File: src/rtl/fan_speed_ramp_if.sv
// Target-speed command channel between the fan control logic and fan_speed_ramp.
interface fan_speed_ramp_if;
    logic        cmd_valid;
    logic [11:0] cmd_speed;
    logic        cmd_ready;

    modport master (
        output cmd_valid,
        output cmd_speed,
        input  cmd_ready
    );

    modport slave (
        input  cmd_valid,
        input  cmd_speed,
        output cmd_ready
    );
endinterface

File: src/rtl/fan_speed_ramp.sv
// Slew-rate limiter for the 12-bit PWM speed command, one STEP per RAMP_DIV clocks.
// Optional standstill kick-start is compiled in with FAN_SPEED_RAMP_KICK_EN.
module fan_speed_ramp #(
    parameter int unsigned RAMP_DIV   = 2500,
    parameter int unsigned STEP       = 1,
    parameter int unsigned MAX_SPEED  = 100,
    parameter int unsigned KICK_SPEED = 100,
    parameter int unsigned KICK_TICKS = 250
) (
    input  logic                clk,
    input  logic                rst,
    fan_speed_ramp_if.slave     cmd,
    output logic [11:0]         speed,
    output logic                busy,
    output logic                at_target
);

    localparam int unsigned CW = $clog2(RAMP_DIV);
    localparam logic [11:0] MAX_V  = 12'(MAX_SPEED);
    localparam logic [11:0] STEP_V = 12'((STEP > 4095) ? 4095 : STEP);

    if (RAMP_DIV < 2 || STEP < 1 || MAX_SPEED > 4095 ||
        KICK_TICKS < 1 || KICK_SPEED > 4095) begin : g_param_check
        $error("fan_speed_ramp: parameter out of range");
    end

`ifdef FAN_SPEED_RAMP_KICK_EN
    localparam int unsigned KW = $clog2(KICK_TICKS + 1);
    localparam logic [11:0] KICK_V = (KICK_SPEED > MAX_SPEED) ? MAX_V : 12'(KICK_SPEED);

    typedef enum logic [1:0] {
        IDLE = 2'd0,
        RAMP = 2'd1,
        KICK = 2'd2
    } state_t;
`else
    typedef enum logic [1:0] {
        IDLE = 2'd0,
        RAMP = 2'd1
    } state_t;
`endif

    state_t         state, state_nx;
    logic [CW-1:0]  tick_cnt;
    logic           tick;
    logic [11:0]    target, target_nx;
    logic [11:0]    speed_nx;
    logic [11:0]    req_clamped;
    logic           accept;
    logic           up;
    logic [11:0]    diff;
    logic           near;
    logic [11:0]    stepped;

`ifdef FAN_SPEED_RAMP_KICK_EN
    logic [KW-1:0]  kick_cnt, kick_nx;
`endif

    // Free-running tick prescaler, never touched by the FSM.
    assign tick = (tick_cnt == CW'(RAMP_DIV - 1));

    always_ff @(posedge clk or posedge rst) begin
        if (rst) begin
            tick_cnt <= '0;
        end else if (tick) begin
            tick_cnt <= '0;
        end else begin
            tick_cnt <= tick_cnt + CW'(1);
        end
    end

`ifdef FAN_SPEED_RAMP_KICK_EN
    assign cmd.cmd_ready = (state != KICK);
`else
    assign cmd.cmd_ready = 1'b1;
`endif

    assign accept      = cmd.cmd_valid && cmd.cmd_ready;
    assign req_clamped = (cmd.cmd_speed > MAX_V) ? MAX_V : cmd.cmd_speed;

    // Step arithmetic always uses the registered target, so a retarget
    // landing on a tick only takes effect from the following tick.
    assign up      = (target > speed);
    assign diff    = up ? (target - speed) : (speed - target);
    assign near    = (diff <= STEP_V);
    assign stepped = near ? target : (up ? (speed + STEP_V) : (speed - STEP_V));

    always_comb begin
        state_nx  = state;
        speed_nx  = speed;
        target_nx = target;
`ifdef FAN_SPEED_RAMP_KICK_EN
        kick_nx   = kick_cnt;
`endif
        if (accept) begin
            target_nx = req_clamped;
        end

        case (state)
            IDLE: begin
                if (accept && (req_clamped != speed)) begin
`ifdef FAN_SPEED_RAMP_KICK_EN
                    if (speed == '0) begin
                        state_nx = KICK;
                        speed_nx = KICK_V;
                        kick_nx  = KW'(KICK_TICKS);
                    end else begin
                        state_nx = RAMP;
                    end
`else
                    state_nx = RAMP;
`endif
                end
            end

            RAMP: begin
                if (tick) begin
                    speed_nx = stepped;
                    // A fresh accept keeps us ramping so the new target is evaluated next tick.
                    if (near && !accept) begin
                        state_nx = IDLE;
                    end
                end
            end

`ifdef FAN_SPEED_RAMP_KICK_EN
            KICK: begin
                if (tick) begin
                    kick_nx = kick_cnt - KW'(1);
                    if (kick_cnt == KW'(1)) begin
                        state_nx = RAMP;
                    end
                end
            end
`endif

            default: begin
                state_nx = IDLE;
            end
        endcase
    end

    always_ff @(posedge clk or posedge rst) begin
        if (rst) begin
            state  <= IDLE;
            speed  <= '0;
            target <= '0;
        end else begin
            state  <= state_nx;
            speed  <= speed_nx;
            target <= target_nx;
        end
    end

`ifdef FAN_SPEED_RAMP_KICK_EN
    always_ff @(posedge clk or posedge rst) begin
        if (rst) begin
            kick_cnt <= '0;
        end else begin
            kick_cnt <= kick_nx;
        end
    end
`endif

    assign busy      = (state != IDLE);
    assign at_target = (speed == target);

    a_speed_bounded: assert property (@(posedge clk) disable iff (rst) speed <= MAX_V);
    a_idle_settled:  assert property (@(posedge clk) disable iff (rst) (state == IDLE) |-> (speed == target));

endmodule

File: src/flat_wrapper.sv
// flat-port wrapper written by rule: the top's interface ports become plain ports
module fan_speed_ramp_flat 
#(
    parameter int unsigned RAMP_DIV   = 2500,
    parameter int unsigned STEP       = 1,
    parameter int unsigned MAX_SPEED  = 100,
    parameter int unsigned KICK_SPEED = 100,
    parameter int unsigned KICK_TICKS = 250
)
  (clk, rst, speed, busy, at_target, cmd_cmd_valid, cmd_cmd_speed, cmd_cmd_ready);
  fan_speed_ramp_if cmd_i ();
  input  logic clk;
  input  logic rst;
  output logic [11:0] speed;
  output logic busy;
  output logic at_target;
  input wire logic [$bits(cmd_i.cmd_valid)-1:0] cmd_cmd_valid;
  input wire logic [$bits(cmd_i.cmd_speed)-1:0] cmd_cmd_speed;
  output wire logic [$bits(cmd_i.cmd_ready)-1:0] cmd_cmd_ready;
  assign cmd_i.cmd_valid = cmd_cmd_valid;
  assign cmd_i.cmd_speed = cmd_cmd_speed;
  assign cmd_cmd_ready = cmd_i.cmd_ready;
  fan_speed_ramp #(.RAMP_DIV(RAMP_DIV), .STEP(STEP), .MAX_SPEED(MAX_SPEED), .KICK_SPEED(KICK_SPEED), .KICK_TICKS(KICK_TICKS)) u_core (.clk(clk), .rst(rst), .cmd(cmd_i), .speed(speed), .busy(busy), .at_target(at_target));
endmodule
File: config.mk
export PLATFORM = sky130hd
export DESIGN_NAME = fan_speed_ramp_flat
export DESIGN_NICKNAME = d
export VERILOG_FILES = /design/src/rtl/fan_speed_ramp_if.sv /design/src/rtl/fan_speed_ramp.sv /design/src/flat_wrapper.sv
export SDC_FILE = /design/constraint.sdc
export NUM_CORES = 1
export LEC_CHECK = 0
export CAP_MARGIN = 25
export CORE_MARGIN = 2
export CORE_UTILIZATION = 34
export CTS_CLUSTER_SIZE = 40
export DETAILED_ROUTE_END_ITERATION = 12
export GPL_ROUTABILITY_DRIVEN = 1
export GPL_TIMING_DRIVEN = 0
export HOLD_SLACK_MARGIN = 0.08
export PLACE_DENSITY = 0.65
export SLEW_MARGIN = 30
export SYNTH_ARGS = -nofsm -noshare
export SYNTH_HDL_FRONTEND = slang
export SYNTH_SLANG_ARGS = --single-unit
File: constraint.sdc
create_clock -name clk -period 4.2 [get_ports clk]
set_clock_uncertainty 0.2 [all_clocks]
set_input_delay 0.84 -clock clk [delete_from_list [all_inputs] [get_ports clk]]
set_output_delay 0.84 -clock clk [all_outputs]
set_load 0.05 [all_outputs]
==> metrics.md, run 1 <==
| Metric | Value |
|---|---|
| GR Util All Layers | 16.3% |
| DR pass1 iterations | 4 |
| WL final | 8650 µm |
| Fin nets | 525 |
| RSZ-0062 raised after global routing | yes |
| Port bufs | 27 |
| Fin util | 44.4% |
| CTS Buffer Depth | 2 |
| Post-synthesis register bit count | 37 |
| Final worst slack | 0.0430 ns |
| Crit path DAT | 4.17 ns |
| Die Span Y | 104 µm |
| Worst path most repeated cell | buf_4 |
| Kind of cell adding the most delay to the critical path | compound AO/OA/AOI/OAI gates |
| Mapped cell area | 0.00342 mm² |
| RePlAce Congestion | 0.964 |
| DRC violations left | 0 |
| Status | finished clean |
| Slew margin rel. | 39.0% |
| Ports | 30 |
| Sink Count | 37 |
| Post-DR wirelength/cell | 14.2 µm |
| Hold buffers post-CTS | 0 |
| Pin count of the biggest net entering global routing | 26 |
| YS warnings | 0 |
| Worst hold path class | flop to flop |
| Share of layout cells above drive strength 1 | 19.2% |
| Yosys cell types | 59 |
| P per Cell Area | 178 mW/mm² |
| Num CTS Buffers | 5 |
| Clock-pin slew on the worst setup and hold paths | 0.08 ns |
| Post-Syn Instances | 413 |
| Minimum clock period | 4.16 ns |
| Area growth syn-to-layout | 26.8% |
| Critical path peak fanout | 10 |
| WP data required | 4.21 ns |
| Max-slew violations | 0 |
| Critical path, cell by cell | inv_2 -> ha_2 -> inv_1 -> fa_2 -> nand3_2 -> a21oi_2 -> nor3_4 -> nor3_2 -> o21bai_4 -> buf_4 -> buf_4 -> ha_1 -> nor2b_1 -> o21a_1 -> o41a_1 -> xnor2_1 -> or3_1 -> a21o_1 -> o211ai_1 |
| Reg2reg setup slack | 0.04 ns |
| # rows | 36 |
| GRT overflow | 0 |
| Slew @ Worst Pin | 0.907 ns |
| Post-DP HPWL | 6640 µm |
| First-pass GRT wire length | 14600 µm |
| Hold_sp | u_core.tick_cnt[0]$_DFF_PP0_ |
| H-tree Lvls | 2 |
| Leakage power | 1.75 nW |
| Drt via density | 5.21 |
| Placeable Area | 0.00977 mm² |
| Initial Utilization | 35.0% |
| 1st-iter DRT viols | 201 |
| Peak Freq | 0.241 GHz |
| Worst r2r dst | u_core.speed[11]$_DFFE_PP0P_ |
| Async S/R FF share, synth | 100% |
| Initial antenna violation count | 0 |
| Hold Violations, Final | 0 |
| Post-synth EDFFs | 0 |
| CTS tree | yes |
| Post-Synth Adder-Cell Area | 14.2% |
| Mux contribution to synthesized area | 3.55% |
| Period utilization | 99.0% |
| Hold Path Sink | u_core.tick_cnt[0]$_DFF_PP0_ |
| Root buf cell | clkbuf_8 |
| Peak VDD IR | 0.124 mV |
| Hold-critical path depth | 1 |
| Slowest library cell on the worst path | dfrtp_1 |
| Post-synthesis compound-gate area fraction | 18.3% |
| Post-place setup slack | -0.475 ns |
| Endpoint class of the critical path | flop |
| Crit path buffers/inverters | 4 |
| Antenna viol nets, final | 0 |
| Routed vias | 3165 |
| Synth Net Count | 465 |
| FF-to-FF Start | u_core.target[0]$_DFFE_PP0P_ |
| Die W | 104 µm |
| Worst setup SP type | flop |
| CP max stage delay | 0.40 ns |
| Number of global-route vias before repair | 3000 |
| Top_reg_cell synth | dfrtp_1 |
| Setup CP Type | flop to flop |
| Post-synthesis simple-gate area fraction | 21.7% |
| Post-synthesis sequential area ratio | 27.1% |
| Synth Area per Inst | 8.28 µm² |
| Synth Area in XOR/XNOR | 8.19% |
| Clock Latency Late Sink | 0.29 ns |
| Die area | 0.0109 mm² |
| Worst r2r path cells | 19 |
| Ant. Diodes | 0 |
| Setup violators final | 0 |
| Largest family of logic cells by synthesized area | simple AND/OR/NAND/NOR gates |
| Setup_tns | 0 ns |
| Max cap viols | 0 |
worst max-delay path by stage:
stage / from / to / slack (ns) / cells past startpoint
floorplan: u_core.speed[5]$_DFFE_PP0P_ / u_core.speed[11]$_DFFE_PP0P_ / -0.34 / 17
global placement: u_core.speed[1]$_DFFE_PP0P_ / u_core.speed[11]$_DFFE_PP0P_ / -0.42 / 18
detailed placement: u_core.speed[1]$_DFFE_PP0P_ / u_core.speed[11]$_DFFE_PP0P_ / -0.48 / 18
CTS: u_core.speed[4]$_DFFE_PP0P_ / u_core.speed[11]$_DFFE_PP0P_ / 0.002 / 17
global route: u_core.target[0]$_DFFE_PP0P_ / u_core.speed[11]$_DFFE_PP0P_ / -0.18 / 19
finish: u_core.target[0]$_DFFE_PP0P_ / u_core.speed[11]$_DFFE_PP0P_ / 0.04 / 19
power by group:
part	switching (mW)	internal, mW	total, mW
Sequential	0.00206	0.358	0.360
Clock	0.134	0.134	0.267
Combinational	0.0781	0.0677	0.146
Total	0.214	0.559	0.773
what timing repair did:
item                       in CTS  in global routing
setup endpoints to repair       3                 13
buffers inserted               14                 12
pin swaps                       5                  5
gates resized for setup         8                  9
per-stage QoR:
step	hold slack [ns]	instance area, µm²	std cells	power [mW]
after global placement	0.272	3950	573	0.492
after detailed placement	0.281	3970	574	0.499
after CTS	0.292	4210	596	0.778
after floorplan	0.247	3510	413	0.460
after global routing	0.307	4340	607	0.809
final	0.286	4340	607	0.773
state kept, by name (all words and copies together), names as in the netlist:
register,cells
u_core.speed,12
u_core.state,1
u_core.tick_cnt,12
u_core.target,12
routing by layer:
layer  vias to the layer above  wire length [µm]  GRT usage [%]
met3                         9               367           2.07
met1                      1505              3790           21.1
met5                         -                 0              0
met2                        80              4370           28.0
li1                       1571                 -              -
met4                         0               113           5.31
synthesized netlist by cell type, drive strengths merged (3+ instances only):
library cell   n  area [µm²]
o41a           3        33.8
a31oi          4        25.0
nor2          42         158
nand3         16        85.1
o211ai         3        22.5
nor3          14        81.3
mux2i         11         110
nand2         29         109
dfrtp         37         926
xor2          11        96.3
or4b           3        30.0
clkbuf         8        30.0
nor4           7        43.8
xnor2         21         184
o21a           4        30.0
o21ai         36         184
buf            6        62.6
nand3b         3        22.5
and3           7        48.8
fa             3        60.1
ha            34         425
a211oi         3        27.5
nand4          6        37.5
nand2b         3        18.8
a21o           5        37.5
inv           38         143
nor2b          5        31.3
a21oi         26         156
kinds of logic after synthesis:
logic type	after synthesis
buf+inv	52
flops	37
mux	12
simple gates	145
compound gates	97
other cells	1
fa+ha+maj	37
xor+xnor	32
cells in the final DEF, fill, tap and decap left out, types with 4 or more instances in the layout:
| cell type | n |
|---|---|
| clkbuf_8 | 6 |
| nor4_1 | 6 |
| nor3_1 | 12 |
| ha_1 | 27 |
| buf_4 | 29 |
| clkdlybuf4s50_1 | 27 |
| inv_2 | 5 |
| ha_4 | 6 |
| xor2_1 | 11 |
| nand4_1 | 6 |
| dfrtp_1 | 25 |
| o21a_1 | 4 |
| nor2_1 | 42 |
| a21oi_1 | 19 |
| inv_1 | 33 |
| nand2_1 | 29 |
| dfrtp_2 | 11 |
| o21ai_0 | 26 |
| and3_1 | 6 |
| xnor2_1 | 21 |
| nand3_1 | 13 |
| o21ai_1 | 9 |
| mux2i_1 | 11 |
| nor2b_1 | 5 |
| clkbuf_1 | 6 |
| a21oi_2 | 4 |
| a21o_1 | 5 |
cell type report:
type / instances / area [µm²]
clock buffers: 7 / 86.3
plain buffers: 13 / 93.8
repair buffers: 54 / 485
well taps: 133 / 166
inverters: 38 / 143
clock inverters: 1 / 7.51
multi-input cells: 324 / 2410
flip-flops and latches: 37 / 943
fillers: 942 / 5440
(Power assumes the default switching activity.)
==> run 2: changes to the inputs <==
--- a/config.mk
+++ b/config.mk
@@ -14,7 +14,7 @@
 export GPL_TIMING_DRIVEN = 0
 export HOLD_SLACK_MARGIN = 0.08
 export PLACE_DENSITY = 0.65
-export SLEW_MARGIN = 30
+export SLEW_MARGIN = 20
 export SYNTH_ARGS = -nofsm -noshare
 export SYNTH_HDL_FRONTEND = slang
 export SYNTH_SLANG_ARGS = --single-unit
==> results of run 2 <==
Same layout as run 1: the final DEF is identical, and so are final timing and power.
